===== config.mk =====
export PLATFORM = sky130hd
export DESIGN_NAME = mon_mem_arb
export DESIGN_NICKNAME = d
export VERILOG_FILES = /design/src/rtl/mon_arb_pkg.sv /design/src/rtl/mon_arb_timer.sv /design/src/rtl/mon_mem_arb.sv
export SDC_FILE = /design/constraint.sdc
export NUM_CORES = 1
export LEC_CHECK = 0
export CAP_MARGIN = 40
export CORE_AREA = 2 2 146 148
export DETAILED_ROUTE_END_ITERATION = 10
export DIE_AREA = 0 0 148 150
export GPL_ROUTABILITY_DRIVEN = 0
export HOLD_SLACK_MARGIN = 0.15
export PLACE_DENSITY_LB_ADDON = 0.12
export SETUP_SLACK_MARGIN = 0.05
export SLEW_MARGIN = 40
export SYNTH_ARGS = -nofsm -noshare
export SYNTH_HDL_FRONTEND = slang
export SYNTH_SLANG_ARGS = --single-unit

===== constraint.sdc =====
create_clock -name clk -period 1.95 [get_ports clk]
set_input_delay 0.39 -clock clk [delete_from_list [all_inputs] [get_ports clk]]
set_output_delay 0.39 -clock clk [all_outputs]
set_load 0.005 [all_outputs]

===== src/rtl/mon_arb_pkg.sv =====
// Shared encodings for the monitor/CPU data-memory arbiter: FSM states,
// owner codes and the default read response for aborted reads.
package mon_arb_pkg;

    typedef enum logic [1:0] {
        ST_IDLE = 2'd0,
        ST_BUSY = 2'd1,
        ST_DONE = 2'd2
    } arb_state_t;

    typedef enum logic [1:0] {
        OWN_NONE = 2'd0,
        OWN_MON  = 2'd1,
        OWN_CPU  = 2'd2
    } owner_t;

    localparam logic [31:0] DEF_RRESP = 32'hDEAD_BEEF;

endpackage


===== src/rtl/mon_arb_timer.sv =====
// Busy-cycle watchdog for the arbiter: counts BUSY cycles since the last grant
// and flags the final allowed cycle (2^TO_W-1 BUSY cycles in total).
module mon_arb_timer #(
    parameter int TO_W = 10
) (
    input  logic clk,
    input  logic rst,
    input  logic clear,
    input  logic busy,
    output logic expired
);

    localparam logic [TO_W-1:0] LAST = {{(TO_W-1){1'b1}}, 1'b0};

    logic [TO_W-1:0] count;

    always_ff @(posedge clk) begin
        if (rst || clear) begin
            count <= '0;
        end else if (busy) begin
            count <= count + 1'b1;
        end
    end

    // Asserted during the last BUSY cycle so the abort lands exactly on the limit.
    assign expired = busy && (count == LAST);

endmodule


===== src/rtl/mon_mem_arb.sv =====
// Round-robin arbiter placing UART-monitor and CPU load/store requests onto the
// single data-memory port. Optional watchdog abort enabled by ARB_TIMEOUT_EN.
import mon_arb_pkg::*;

module mon_mem_arb #(
    parameter int          TO_W  = 10,
    parameter logic [31:0] RRESP = DEF_RRESP
) (
    input  logic        clk,
    input  logic        rst,

    input  logic        m_rd_req,
    input  logic        m_rd_w,
    input  logic [31:0] m_rd_adr,
    output logic        m_rd_valid,
    output logic [31:0] m_rd_data,
    input  logic        m_wr_req,
    input  logic        m_wr_w,
    input  logic [31:0] m_wr_adr,
    input  logic [31:0] m_wr_data,
    output logic        m_wr_finish,

    input  logic        c_rd_req,
    input  logic        c_rd_w,
    input  logic [31:0] c_rd_adr,
    output logic        c_rd_valid,
    output logic [31:0] c_rd_data,
    input  logic        c_wr_req,
    input  logic        c_wr_w,
    input  logic [31:0] c_wr_adr,
    input  logic [31:0] c_wr_data,
    output logic        c_wr_finish,

    output logic        mem_req,
    output logic        mem_we,
    output logic        mem_w,
    output logic [31:0] mem_adr,
    output logic [31:0] mem_wdata,
    input  logic        mem_ack,
    input  logic [31:0] mem_rdata,

    output logic [1:0]  owner,
    output logic        arb_timeout
);

    arb_state_t  state;
    owner_t      owner_q;
    logic        last_cpu;
    logic        cur_cpu;

    logic        m_pend, c_pend, grant_cpu, grant;
    logic        sel_we, sel_w;
    logic [31:0] sel_adr, sel_wdata;
    logic [31:0] rd_result;
    logic        timeout_hit;

    assign m_pend    = m_rd_req | m_wr_req;
    assign c_pend    = c_rd_req | c_wr_req;
    // Under contention the requester that did not win last time goes first.
    assign grant_cpu = c_pend && (!m_pend || !last_cpu);
    assign grant     = (state == ST_IDLE) && (m_pend || c_pend);

    assign sel_we    = grant_cpu ? c_wr_req : m_wr_req;
    assign sel_w     = grant_cpu ? (c_wr_req ? c_wr_w   : c_rd_w)
                                 : (m_wr_req ? m_wr_w   : m_rd_w);
    assign sel_adr   = grant_cpu ? (c_wr_req ? c_wr_adr : c_rd_adr)
                                 : (m_wr_req ? m_wr_adr : m_rd_adr);
    assign sel_wdata = grant_cpu ? c_wr_data : m_wr_data;

    assign rd_result = mem_ack ? mem_rdata : RRESP;
    assign owner     = owner_q;

`ifdef ARB_TIMEOUT_EN
    mon_arb_timer #(.TO_W(TO_W)) u_timer (
        .clk     (clk),
        .rst     (rst),
        .clear   (grant),
        .busy    (state == ST_BUSY),
        .expired (timeout_hit)
    );
`else
    logic [TO_W-1:0] unused_to_w;
    assign unused_to_w = '0;
    assign timeout_hit = 1'b0;
`endif

    // Single-transaction sequencer: grant in IDLE, wait for ack in BUSY,
    // pulse the winner's done strobe during the one DONE cycle.
    always_ff @(posedge clk) begin
        if (rst) begin
            state       <= ST_IDLE;
            owner_q     <= OWN_NONE;
            last_cpu    <= 1'b1;
            cur_cpu     <= 1'b0;
            mem_req     <= 1'b0;
            mem_we      <= 1'b0;
            mem_w       <= 1'b0;
            mem_adr     <= '0;
            mem_wdata   <= '0;
            m_rd_valid  <= 1'b0;
            m_wr_finish <= 1'b0;
            c_rd_valid  <= 1'b0;
            c_wr_finish <= 1'b0;
            m_rd_data   <= '0;
            c_rd_data   <= '0;
            arb_timeout <= 1'b0;
        end else begin
            m_rd_valid  <= 1'b0;
            m_wr_finish <= 1'b0;
            c_rd_valid  <= 1'b0;
            c_wr_finish <= 1'b0;
            case (state)
                ST_IDLE: begin
                    if (grant) begin
                        mem_req   <= 1'b1;
                        mem_we    <= sel_we;
                        mem_w     <= sel_w;
                        mem_adr   <= sel_adr;
                        mem_wdata <= sel_wdata;
                        cur_cpu   <= grant_cpu;
                        owner_q   <= grant_cpu ? OWN_CPU : OWN_MON;
                        state     <= ST_BUSY;
                    end
                end
                ST_BUSY: begin
                    if (mem_ack || timeout_hit) begin
                        mem_req  <= 1'b0;
                        owner_q  <= OWN_NONE;
                        last_cpu <= cur_cpu;
                        state    <= ST_DONE;
                        if (!mem_ack) begin
                            arb_timeout <= 1'b1;
                        end
                        if (mem_we) begin
                            if (cur_cpu) c_wr_finish <= 1'b1;
                            else         m_wr_finish <= 1'b1;
                        end else if (cur_cpu) begin
                            c_rd_valid <= 1'b1;
                            c_rd_data  <= rd_result;
                        end else begin
                            m_rd_valid <= 1'b1;
                            m_rd_data  <= rd_result;
                        end
                    end
                end
                ST_DONE: begin
                    state <= ST_IDLE;
                end
                default: begin
                    state <= ST_IDLE;
                end
            endcase
        end
    end

endmodule


# Yosys cells after proc, flatten, opt, wreduce, memory -nomap -nowiden
# Cells that the tools add are included.
# word_totals
output_inout_bits	138
input_bits	235
regBits	141
# op_classes
n_mux	20
n_bitwise	6
reduce_logical	16
n_eq_ne	3
# op_table
operator	count
2-to-1 mux 32 bit	4
2-to-1 mux 2 bit	5
2-to-1 mux 1 bit	8
case mux 2 bit (2 select lines)	2
AND reduction 4 bit	2
OR reduction 4 bit	2
AND reduction 2 bit	3
!= test 2 bit, second input constant	2
NOT 1 bit	4
AND reduction 3 bit	1
equality test 2 x 1 -> 1 bit, second input constant	1
logical AND 1 bit	2
zero test 1 bit	2
zero test 2 bit	1
logical OR 1 bit	2
OR 1 bit	2
case mux 1 bit (2 select lines)	1
nonzero test 2 bit	1

# Depth between registers and ports, before layout
# logic_depth
word_depth	7
ltp_mapped	7
depth_no_buf	3

# Worst setup path before layout
# OpenSTA, ideal clock, no wires.
# synth_timing
path_type	input -> register
from	in m_wr_req
to	reg mem_adr[10]
arrival_ps	1578
cell_stages	4
setup_time_ps	122
t_required_ps	1828
n_path_buf	2
path_slack_ps	250
cell_sequence	buf_2 > clkbuf_1 > mux2_2 > a221o_1
# synth_via
elab_chain_len	5
# synth_rtl
element	line_no	text
start, declared	mon_mem_arb.sv:17	input logic m_wr_req,
OR 1 bit	mon_mem_arb.sv:57	assign m_pend = m_rd_req | m_wr_req;
zero test 1 bit	mon_mem_arb.sv:60	assign grant_cpu = c_pend && (!m_pend || !last_cpu);
logical OR 1 bit	mon_mem_arb.sv:60	
logical AND 1 bit	mon_mem_arb.sv:60	
2-to-1 mux 32 bit	mon_mem_arb.sv:66	assign sel_adr = grant_cpu ? (c_wr_req ? c_wr_adr : c_rd_adr)
end signal, assigned	mon_mem_arb.sv:118	mem_adr <= sel_adr;
end, declared	mon_mem_arb.sv:37	output logic [31:0] mem_adr,
# Several ways; a longest one is shown, not always the timed one.
# A chain may end at the register's enable or synchronous reset.

# Worst setup path in the final report
# layout_timing
from	reg state[1]
to	reg mem_adr[20]
# layout_via
elab_chain_len	3
# layout_rtl
element	line_no	text
start, declared	mon_mem_arb.sv:46	arb_state_t state;
start signal, assigned	mon_mem_arb.sv:91	state <= ST_IDLE;
start signal, assigned	mon_mem_arb.sv:122	state <= ST_BUSY;
start signal, assigned	mon_mem_arb.sv:130	state <= ST_DONE;
zero test 2 bit *	mon_mem_arb.sv:61, mon_mem_arb.sv:112	
logical AND 1 bit	mon_mem_arb.sv:61	assign grant = (state == ST_IDLE) && (m_pend || c_pend);
AND reduction 2 bit (no line) *	-	
# Every way passes the cells marked *; elsewhere a longest branch is shown, timed or not.

==> impl_metrics.json <==
{
  "multi_input_area_um2": 3360,
  "power.share.combinational_pct": 23.9,
  "cts_htree_levels": 4,
  "critical_path_required_ps": 2310,
  "synthCells": 651,
  "fmax_mhz": 564,
  "powerDensity_nw_per_um2": 742,
  "clockRootBuffer": "clkbuf_16",
  "p_int_mw": 5.99,
  "cp_slowest_stage_delay_ps": 590,
  "fillers": 1904,
  "wl_per_cell_um": 19.6,
  "cellLeakagePower_nw": 3.93,
  "slew_viol_final": 0,
  "grt_overflow": 0,
  "synthesis.area_um2": 6610,
  "clock_latency_ps": 420,
  "core_area_um2": 20700,
  "ys_ff_latch": 141,
  "syn_area_per_cell_um2": 10.2,
  "yosys_warnings": 0,
  "drc": 0,
  "rsz0062_at_grt": "false",
  "crit_arrival_ps": 2130,
  "cts_setup_buffers": 0,
  "crit_family": "simple AND/OR/NAND/NOR gates",
  "finalClockSkew_ps": 9.47,
  "grt_use_total_pct": 22.1,
  "io_buffers": 371,
  "netSwitchingPower_mw": 2.35,
  "status": "completed",
  "grt_pass1_vias": 6710,
  "dr.pass1.iters": 4,
  "drv_cap": 0,
  "ys_types": 37,
  "wl_met1_um": 10300,
  "syn2layout_area_growth_pct": 69.9,
  "pin_count": 373,
  "tns_ps": 0,
  "die_x_um": 148,
  "regArea_um2": 2820,
  "vias_per_cell": 5.18,
  "routed_wl_um": 25200,
  "die_area_um2": 22200,
  "wl_met3_um": 1660,
  "power.share.clock_pct": 37.3,
  "highest_layer": "met4",
  "slowest_stage": "nor3_4",
  "core.rowCount": 53,
  "vdd_drop_max_mv": 0.458,
  "wl_met2_um": 12600,
  "grt_first_pass_wirelength_um": 38300,
  "swShare_pct": 28.2,
  "drtIter0Drc": 332,
  "cts.sinks": 141,
  "start_kind": "register",
  "seq_power_share_pct": 38.8,
  "drive_gt1_share_pct": 15.6,
  "drtAntennaViolNets": 0,
  "cts.path.max_buffers": 2,
  "antenna_found_initial": 1,
  "synth_seq_area_share_pct": 42.7,
  "fin_nets": 1231,
  "synth_fp_nets": 886,
  "hold_violations": 0,
  "initial_core_util_pct": 31.9,
  "crit_chain": "or3_4 -> nor3_4 -> a221o_1",
  "worst-path-max-fanout": 18,
  "worst-slew-pin-transition_ps": 749,
  "timing.hold.ws_ps": 463,
  "cts_tree": "yes",
  "cts_buffers": 17,
  "critPathCaptureType": "register",
  "fp.dieH_um": 150,
  "vias": 6659,
  "timing.max_slew.rel_slack_pct": 49.9,
  "path_buf_inv": 0,
  "finalSetupViolCount": 0,
  "cts.clk_slew.worst_paths_ps": 70,
  "place.detailed.hpwl_um": 18500,
  "period_share_pct": 90.9,
  "grt_start_max_net_pins": 66,
  "hold_class": "register to register",
  "worst-setup-path-type": "register to register",
  "period_needed_ps": 1770
}
## path summary, 6_finish.rpt
kind	from	end	slack, ps	cells after the start
worst min-delay path	mem_req	mem_req	460	2
worst min register to register	mem_req	mem_req	460	2
worst max register to register	state[1]	mem_adr[20]	180	3
worst max-delay path	state[1]	mem_adr[20]	180	3
## state kept, by name (all words and copies together) (netlist names), 2 cells and up
name	cells
c_rd_data	32
m_rd_data	32
mem_adr	32
mem_wdata	32
owner	2
state	2
## power groups by stage
stage | combinational, mW | sequential (mW) | clock [mW]
after global routing | 2.13 | 3.26 | 3.34
final | 1.99 | 3.23 | 3.11
after CTS | 2.01 | 3.23 | 3.20
after global placement | 2.01 | 3.29 | 0
after detailed placement | 2.01 | 3.29 | 0
after floorplan | 0.788 | 3.29 | 0
## tightest hold or removal path, delay by kind of cell (launching register included)
| family | cells | cell delay (ps) |
|---|---|---|
| AND/OR/NAND/NOR | 1 | 60 |
| AO/OA/AOI/OAI | 1 | 50 |
| flip-flops | 1 | 310 |
## cells in the final DEF (no fill, tap or decap), types with 2 or more instances in the layout
master	n
a21oi_1	69
a221o_1	66
buf_12	13
buf_2	3
buf_4	23
clkbuf_16	17
clkdlybuf4s50_1	368
clkinvlp_4	4
dfxtp_1	140
inv_6	4
inv_8	3
mux2_2	33
mux2i_1	33
nand2_1	4
nand3_1	64
nand3b_1	2
nor2_1	2
nor2_2	2
nor3_1	2
nor3_4	2
nor4_1	19
nor4_2	15
nor4b_1	9
nor4b_2	24
o21ai_0	64
o311ai_0	2
or4_1	2
## cell families after synthesis
group,synth area share (%)
other,0.0567
buffers and inverters,7.02
AND/OR/NAND/NOR,18.8
multiplexers,10.6
AO/OA/AOI/OAI,20.8
flip-flops,42.7
## area by class of cell
type                       count  area share [%]
timing repair buffer         407            36.8
clock inverter                14            1.15
clock buffer                  18            3.91
antenna                        1          0.0223
tap                          275            3.06
multi-input combinational    429            29.9
sequential                   141            25.2
## layer usage
metal  track usage, %  vias to the layer above
li1                 -                     3215
met4             7.95                        0
met5                0                        -
met2             37.4                      257
met1             27.4                     3152
met3             5.24                       35
## metrics by stage
stage               std cells  instance area, um^2  setup WS, ps  utilization [%]  total power [mW]
finish                   1285                11200           177             54.3              8.33
floorplan                 651                 6610           250                -              4.08
global placement         1252                10700          -137             51.5              5.30
detailed placement       1252                10700          -178             51.5              5.29
CTS                      1284                11200           150             54.3              8.45
global route             1285                11200          55.6             54.3              8.72
## Yosys cell counts (all sizes together)
master | instances | area (um^2)
nor4b | 33 | 439
and3 | 1 | 6.26
nor4 | 34 | 307
or3 | 1 | 6.26
nor3b | 1 | 7.51
or3b | 1 | 8.76
nand3 | 64 | 320
dfxtp | 141 | 2820
o21a | 1 | 7.51
o21ba | 1 | 10.0
nand3b | 2 | 15.0
and3b | 1 | 8.76
nor3 | 4 | 42.5
o21ai | 64 | 320
nand2b | 1 | 6.26
o311ai | 2 | 17.5
mux2i | 33 | 330
clkbuf | 32 | 120
a221o | 66 | 661
nor2b | 1 | 6.26
mux2 | 33 | 372
conb | 1 | 3.75
a21oi | 70 | 354
or4 | 3 | 26.3
or2 | 1 | 6.26
nand2 | 4 | 15.0
o31ai | 1 | 7.51
nor2 | 5 | 18.8
buf | 49 | 344
## timing repair
item,CTS,global route
setup endpoints to repair,1,0
hold buffers,0,0
gates resized for setup,1,0
Note: power is estimated with default switching activity, not from simulation.
